File: config.mk
export PLATFORM = sky130hd
export DESIGN_NAME = sdffr_led_bank
export DESIGN_NICKNAME = d
export VERILOG_FILES = /design/src/rtl/sdffr_led_bank.sv
export SDC_FILE = /design/constraint.sdc
export NUM_CORES = 1
export LEC_CHECK = 0
export CORE_ASPECT_RATIO = 1.4
export CORE_MARGIN = 2
export CORE_UTILIZATION = 30
export DETAILED_ROUTE_END_ITERATION = 12
export SYNTH_ARGS = -nofsm -noshare
export SYNTH_HDL_FRONTEND = slang
export SYNTH_SLANG_ARGS = --single-unit
export TNS_END_PERCENT = 50
File: constraint.sdc
create_clock -name clk_i -period 4.3 [get_ports clk_i]
set_clock_uncertainty 0.2 [all_clocks]
set_input_delay 1.075 -clock clk_i [delete_from_list [all_inputs] [get_ports clk_i]]
set_output_delay 1.075 -clock clk_i [all_outputs]
set_load 0.1 [all_outputs]
File: src/rtl/sdffr_led_bank.sv
// sdffr_led_bank: a bank of scan flip-flops with parallel load, where each bit
// also drives a status LED. An LED can show the bit's level or recent toggle
// activity (stretched so short pulses stay visible), and a shared PWM dims
// every LED.
module sdffr_led_bank #(
  parameter int unsigned      WIDTH       = 8,
  parameter logic [WIDTH-1:0] RESET_VAL   = '0,
  parameter int unsigned      STRETCH_CNT = 15,
  parameter int unsigned      PWM_W       = 3
) (
  input  logic             clk_i,
  input  logic             rst_i,
  input  logic             scan_en_i,
  input  logic             scan_d_i,
  input  logic             load_en_i,
  input  logic [WIDTH-1:0] d_i,
  output logic [WIDTH-1:0] q_o,
  output logic             scan_q_o,
  input  logic             led_mode_i,
  input  logic [PWM_W-1:0] led_duty_i,
  output logic [WIDTH-1:0] led_o
);

  localparam int unsigned          STRETCH_W    = $clog2(STRETCH_CNT + 1);
  localparam logic [STRETCH_W-1:0] STRETCH_LOAD = STRETCH_W'(STRETCH_CNT);
  localparam logic [STRETCH_W-1:0] STRETCH_ONE  = STRETCH_W'(1);
  localparam logic [PWM_W-1:0]     DUTY_FULL    = '1;
  localparam logic [PWM_W-1:0]     PWM_ONE      = PWM_W'(1);

  logic [WIDTH-1:0] q_q, q_d;
  logic [WIDTH-1:0] prev_q_q;
  logic [WIDTH-1:0] toggle;
  logic [WIDTH-1:0] act;
  logic [WIDTH-1:0] led_q, led_d;
  logic [PWM_W-1:0] pwm_cnt_q, pwm_cnt_d;
  logic             pwm_on;

  // Register next value: shifting beats loading, otherwise the bits hold.
  // The shift is written as a left shift with the serial bit ORed into bit 0,
  // which also covers a single-bit bank.
  always_comb begin
    q_d = q_q;
    if (scan_en_i) begin
      q_d = (q_q << 1) | WIDTH'(scan_d_i);
    end else if (load_en_i) begin
      q_d = d_i;
    end
  end

  assign toggle = q_q ^ prev_q_q;

  // One stretch counter per bit: a toggle (re)loads it, then it counts down
  // to zero and stays there; a bit is "active" while its counter is nonzero.
  for (genvar g = 0; g < WIDTH; g++) begin : g_stretch
    logic [STRETCH_W-1:0] cnt_q, cnt_d;

    // Counter next value: reload on toggle, otherwise count down toward zero.
    always_comb begin
      cnt_d = cnt_q;
      if (toggle[g]) begin
        cnt_d = STRETCH_LOAD;
      end else if (cnt_q != '0) begin
        cnt_d = cnt_q - STRETCH_ONE;
      end
    end

    // Counter state, cleared by reset so no activity survives it.
    always_ff @(posedge clk_i or posedge rst_i) begin
      if (rst_i) begin
        cnt_q <= '0;
      end else begin
        cnt_q <= cnt_d;
      end
    end

    assign act[g] = (cnt_q != '0);
  end

  // PWM gate: a full-scale duty forces the LEDs on, otherwise they are lit
  // while the free-running counter is below the duty value.
  always_comb begin
    pwm_cnt_d = pwm_cnt_q + PWM_ONE;
    pwm_on    = (led_duty_i == DUTY_FULL) || (pwm_cnt_q < led_duty_i);
    led_d     = (led_mode_i ? act : q_q) & {WIDTH{pwm_on}};
  end

  // Main state: register bits, previous-cycle copy, PWM counter, LED drive.
  always_ff @(posedge clk_i or posedge rst_i) begin
    if (rst_i) begin
      q_q       <= RESET_VAL;
      prev_q_q  <= RESET_VAL;
      pwm_cnt_q <= '0;
      led_q     <= '0;
    end else begin
      q_q       <= q_d;
      prev_q_q  <= q_q;
      pwm_cnt_q <= pwm_cnt_d;
      led_q     <= led_d;
    end
  end

  assign q_o      = q_q;
  assign scan_q_o = q_q[WIDTH-1];
  assign led_o    = led_q;

endmodule

After elaboration in Yosys (flattened, before gate mapping)
Cells that the tools add are included.

Reductions and logical operators: 18. Bitwise operators: 3. Magnitude comparators: 1. Equality and inequality tests: 1. Add/subtract/negate cells: 9. Multiplexer cells: 19.

Operators with widths (number): $mux W4 (16); $reduce_bool A4 Y1 (8); $sub A4 B1 Y4 const B (8); $mux W8 (3); $reduce_bool A2 Y1 (9); $and A8 B8 Y8 (1); $or A8 B1 Y8 (1); $xor A8 B8 Y8 (1); $add A3 B1 Y3 const B (1); $eq A3 B3 Y1 const B (1); $lt A3 B3 Y1 (1); $logic_or A1 B1 Y1 (1).

Bits in registers: 59. Input port bits: 17. Output and inout bits: 17. Word-level logic and storage cells: 63.

Longest topological paths before layout
Gate-level depths: netlist (run 1).

Depth in word-level cells: 3. Mapped depth: 5. Mapped depth without buffers: 5.

Least setup slack after synthesis (run 1)
OpenSTA, ideal clock, no wires.

Path kind: flip-flop to output port. Start: register q_q[7] (netlist: q_o[7]). End: output q_o[7]. Required time: 3.025 ns. Buffers on the path: 1. Stages on the path, launching flop included: 2. Arrival: 1.399 ns. Path slack: 1.626 ns. Path through: dfrtp_1 buf_4.

RTL lines: start, declared (line 30) `logic [WIDTH-1:0] q_q, q_d;`; start signal, assigned (line 95) `q_q <= q_d;`; end, declared (line 17) `output logic [WIDTH-1:0] q_o,`.

No word-level cell between the ends.

Final worst setup path (run 1)
Start: register q_q[7] (netlist: q_o[7]). End: output q_o[7].

No word-level cell between the ends.

==> impl_metrics.yaml, run 1 <==
cells_and_area:
  syn2layout_area_growth_pct: 26.7
  multi_input_area_sq_um: 1140
  drive_gt1_share_pct: 8.16
  nets: 318
  antennaDiodeCount: 0
  regArea_sq_um: 1480
  n_fill_cell: 902
timing:
  fin_ws_ns: 1.07
  rsz0062_at_grt: "false"
  tns_ns: 0
  final-setup-viol-count: 0
  max_freq_mhz: 310
  drv_slew: 0
  hold_violations: 0
  tightest_slew_ns: 0.983
  fin_crit_ns: 3.23
  fin_crit_sh_pct: 75.1
  relSlewSlack_pct: 34.2
clock_network:
  cts_root_buf: "clkbuf_16"
  clk_latency_ns: 0.32
  numCtsBuffers: 9
  cts_resized: 0
  cts_tree: "done"
  clock-sinks: 59
  cts_htree_levels: 3
  clock_path_buffers: 2
  path_clk_slew_ns: 0.05
  cts_setup_buffers: 0
  postCtsHoldBufs: 0
synthesis:
  synth_area_leaders: "dfrtp_1 (54%), mux2i_1 (7.4%), ha_1 (5.5%)"
  syn_area_sq_um: 2720
  synth_cell_types: 25
  syn_nets: 277
  yosysTopAreaCell: "dfrtp_1"
  synth_seq_area_share_pct: 54.4
  avgSynthCellArea_sq_um: 10.9
  synth_seq_cells: 59
  synth_top_area_share_pct: 54.4
  yosysWarningCount: 0
  synth_edf_count: 0
  async_flop_share_pct: 100
  synth_cells: 248
  synthFlopType: "dfrtp_1"
  yosysMostFrequentCell: "dfrtp_1"
  ys_top_cells_by_count: "dfrtp_1 (59), nand2_1 (30), inv_1 (20), mux2i_1 (20), xnor2_1 (17)"
power:
  p_seq_share_pct: 40.2
  p_leak_uw: 0.00149
  clockPowerShare_pct: 34.1
  power-per-cell-area_nw_per_um2: 550
  ir_drop_uv: 332
  p_comb_share_pct: 25.7
  power.switching_uw: 620
  power.internal_uw: 1270
  p_sw_share_pct: 32.8
global_routing:
  grt_overflow: 0
  antenna_found_initial: 0
  grt_max_degree: 60
  grt_usage_pct: 11.5
  grt_pass1_wl_mm: 8.85
  grt_pass1_vias: 1911
floorplanning:
  ios: 34
  rows: 41
  fp.dieH_um: 117
  initial_core_util_pct: 30.4
  dieArea_sq_um: 9840
  core_sq_um: 8930
  die_x_um: 84.4
worst_setup_path:
  worst_setup_path_end_kind: "output port"
  path_buf_inv: 1
  cpLargestDelayFamily: "buffers and inverters"
  crit_chain: "clkdlybuf4s50_1"
  crit_type: "flip-flop to output port"
  cp-start-kind: "flip-flop"
  crit_arrival_ns: 1.95
  worstPathRequired_ns: 3.02
  critPathMaxFanout: 6
  slowest_delay_ns: 1.18
  critical_path.slowest_cell: "clkdlybuf4s50_1"
route:
  drc: 0
  wl_mm: 5.05
  drtIter0Drc: 149
  num_vias: 1859
  viasPerCell: 4.64
  drtAntennaViolNets: 0
  dr.pass1.iters: 5
  wl_per_cell_um: 12.6
placed_design:
  pre_cts_ws_ns: 1.27
  gp_congestion: 0.757
  dpl.hpwl_mm: 3.55
  io_buffers: 33
outcome:
  status: "complete, no violations"
job:
  maxCapViolations: 0
worst_hold_path:
  hp-class: "flip-flop to flip-flop"
-- flip-flops by register name, indices dropped and copies added (netlist names) --
name	count
led_o	8
g_stretch.cnt_q	32
prev_q_q	8
q_o	8
pwm_cnt_q	3
-- path summary, 6_finish.rpt --
path,startpoint,to,slack [ns],depth (start not counted)
max in group asynchronous,rst_i,g_stretch[5].cnt_q[3],2.32,3
setup reg to reg,pwm_cnt_q[2],led_o[4],2.48,4
setup / recovery,q_o[7],q_o[7],1.07,1
min in group asynchronous,rst_i,g_stretch[7].cnt_q[2],1.09,3
hold / removal,pwm_cnt_q[0],pwm_cnt_q[0],0.27,1
hold reg to reg,pwm_cnt_q[0],pwm_cnt_q[0],0.27,1
-- metrics by stage --
step / area [sq um] / utilization (%) / std cells / total power [uW] / hold WS [ns]
after global placement: 3170 / 35.5 / 385 / 1240 / 0.263
after detailed placement: 3170 / 35.5 / 385 / 1260 / 0.272
final: 3440 / 38.5 / 401 / 1890 / 0.270
after floorplan: 2720 / - / 248 / 1130 / 0.222
after CTS: 3440 / 38.5 / 401 / 1920 / 0.282
after global routing: 3440 / 38.5 / 401 / 2010 / 0.289
-- cells by family (layout without fill, tap and decap cells) --
kind of cell             after synthesis  count (layout)  synth area share, %
AO/OA/AOI/OAI                         27              27                 5.90
adder cells (fa/ha/maj)               12              12                 5.53
XOR/XNOR                              18              18                 5.81
AND/OR/NAND/NOR                       87              87                 17.1
flip-flops                            59              59                 54.4
buffers and inverters                 24              70                 3.55
multiplexers                          21              21                 7.79
-- metal layers --
metal	track usage [%]	wire length (um)	part of all wire, %	vias up
met3	4.10	244	4.8	7
li1	-	-	-	914
met5	0	0	0	-
met1	14.1	2340	46	901
met4	4.44	85	1.7	0
met2	18.7	2380	47	37
-- cell usage in the layout (no fill, tap or decap) --
cell type,netlist,layout
nand2b_1,7,7
xnor2_1,17,17
xor2_1,1,1
inv_1,20,19
o21ai_1,5,5
nor3b_2,4,4
nand3_1,7,7
and2_0,4,4
mux2_2,1,1
inv_2,0,1
nor2_1,16,16
a221oi_1,4,4
clkbuf_16,0,9
nand3b_1,6,6
clkdlybuf4s50_1,0,33
ha_1,12,12
nand2_1,30,30
dfrtp_1,59,59
clkbuf_1,1,3
mux2i_1,20,20
o21ai_0,9,9
clkbuf_8,0,2
nor2b_1,1,1
or3b_4,4,4
o211ai_1,4,4
nor3_1,8,8
buf_4,1,1
clkinv_2,0,2
a21oi_1,5,5
-- area by class of cell --
cell class / instances / area share, %
inverter: 20 / 2.18
clock inverter: 2 / 0.291
multi-input combinational: 165 / 33.2
timing repair buffer: 34 / 9.82
sequential: 59 / 42.9
clock buffer: 14 / 7.68
tap: 107 / 3.89
-- power groups by stage --
stage                     Combinational, uW  Clock (uW)  Sequential, uW
after floorplan                         259           0             875
after global placement                  474           0             768
after detailed placement                492           0             770
after CTS                               495         660             763
after global routing                    541         692             778
final                                   486         645             761
(Power assumes the default switching activity.)
==> inputs of run 2 (changes only) <==
==> constraint.sdc (replaced) <==
create_clock -name clk_i -period 3.39 [get_ports clk_i]
set_clock_uncertainty 0.2 [all_clocks]
set_input_delay 0.8475 -clock clk_i [delete_from_list [all_inputs] [get_ports clk_i]]
set_output_delay 0.8475 -clock clk_i [all_outputs]
set_load 0.1 [all_outputs]
==> run 2 against run 1 <==
Compared with the run above:
- non-clock buffer count up 1
- sequential share of layout area about the same
- combinational power up 25%
- highest routed layer unchanged
- critical path type is now input port to flip-flop
- global-route usage down 0.10 points
==> impl_metrics.yaml, run 2 (synthesis gave the netlist of run 1 again) <==
route:
  drtAntennaViolNets: 0
  drc: 0
  dr.pass1.iters: 4
  viasPerCell: 4.65
  num_vias: 1865
  drtIter0Drc: 106
  wl_mm: 5.06
  wl_per_cell_um: 12.6
clock_network:
  cts_tree: "done"
  cts_htree_levels: 3
  numCtsBuffers: 9
  path_clk_slew_ns: 0.05
  cts_resized: 0
  clk_latency_ns: 0.32
  clock-sinks: 59
  postCtsHoldBufs: 0
  clock_path_buffers: 2
  cts_setup_buffers: 0
  cts_root_buf: "clkbuf_16"
placed_design:
  dpl.hpwl_mm: 3.57
  dp.cells: 386
  post_dp_cell_area_sq_um: 3140
  io_buffers: 33
  gp_congestion: 0.794
  pre_cts_ws_ns: 0.733
timing:
  tightest_slew_ns: 0.580
  rsz0062_at_grt: "false"
  final-setup-viol-count: 0
  hold_violations: 0
  fin_ws_ns: 1.05
  max_freq_mhz: 427
  tns_ns: 0
  relSlewSlack_pct: 61.2
  fin_crit_ns: 2.34
  fin_crit_sh_pct: 69.0
  drv_slew: 0
cells_and_area:
  final_cell_mix: "dfrtp_1 (59), nand2_1 (30), mux2i_1 (20), inv_1 (19), buf_4 (18)"
  largest_register_ffs: 32
  final_common_cell: "dfrtp_1"
  finalInstanceArea_sq_um: 3440
  regMostFlops: "g_stretch.cnt_q"
  n_fill_cell: 891
  final_util_pct: 38.5
  regArea_sq_um: 1480
  multi_input_area_sq_um: 1140
  final_cells: 401
  antennaDiodeCount: 0
  drive_gt1_share_pct: 14.3
  nets: 319
  syn2layout_area_growth_pct: 26.6
floorplanning:
  rows: 41
  dieArea_sq_um: 9840
  fp.dieH_um: 117
  initial_core_util_pct: 30.4
  ios: 34
  core_sq_um: 8930
  die_x_um: 84.4
global_routing:
  grt_pass1_vias: 1828
  grt_pass1_wl_mm: 8.55
  grt_max_degree: 60
  grt_overflow: 0
  grt_usage_pct: 11.4
  antenna_found_initial: 0
worst_setup_path:
  cp-start-kind: "input port"
  ff2ff_path_depth: 5
  crit_arrival_ns: 2.34
  crit_path_start: "led_duty_i[2]"
  critPathMaxFanout: 8
  reg2reg_from: "pwm_cnt_q[2]"
  crit_type: "input port to flip-flop"
  worst_setup_path_end_kind: "flip-flop"
  worstPathRequired_ns: 3.39
outcome:
  status: "complete, no violations"
power:
  ir_drop_uv: 332
  p_leak_uw: 0.00152
  power-per-cell-area_nw_per_um2: 716
worst_hold_path:
  hold_start: "pwm_cnt_q[0]"
  hp-class: "flip-flop to flip-flop"
  hold-path-cell-count: 1
job:
  maxCapViolations: 0
run 2: per-layer routing:
metal	GRT usage [%]	part of all wire, %
met1	13.2	43
met2	19.0	51
met3	3.25	4.5
met4	6.35	1.0
met5	0	0
run 2: report_power, final:
part | switching, uW | internal, uW | total, uW
Combinational | 378 | 230 | 608
Clock | 283 | 602 | 885
Sequential | 123 | 845 | 968
Total | 784 | 1680 | 2460
run 2: stage by stage:
step | hold slack [ns] | total power [uW]
floorplan | 0.222 | 1440
global placement | 0.239 | 1570
detailed placement | 0.244 | 1600
CTS | 0.251 | 2510
global route | 0.280 | 2620
finish | 0.250 | 2460
run 2: cell type report:
type	count	area share, %
flip-flops and latches	59	42.9
multi-input cells	165	33.2
repair buffers	35	9.17
clock buffers	13	7.57
well taps	107	3.89
inverters	20	2.18
clock inverters	2	1.02
run 2: path summary, 6_finish.rpt:
| path | endpoint | slack (ns) |
|---|---|---|
| hold reg to reg | pwm_cnt_q[0] | 0.25 |
| min in group asynchronous | g_stretch[7].cnt_q[3] | 0.70 |
| setup reg to reg | led_o[7] | 1.71 |
| hold / removal | pwm_cnt_q[0] | 0.25 |
| max in group asynchronous | prev_q_q[4] | 2.03 |
| setup / recovery | led_o[7] | 1.05 |
run 2: critical path: stages:
cell and delay [ns]:
clkdlybuf4s50_1 0.47, inv_1 0.04, ha_1 0.29, a21oi_1 0.14
o21ai_1 0.08, buf_4 0.17, a221oi_1 0.29
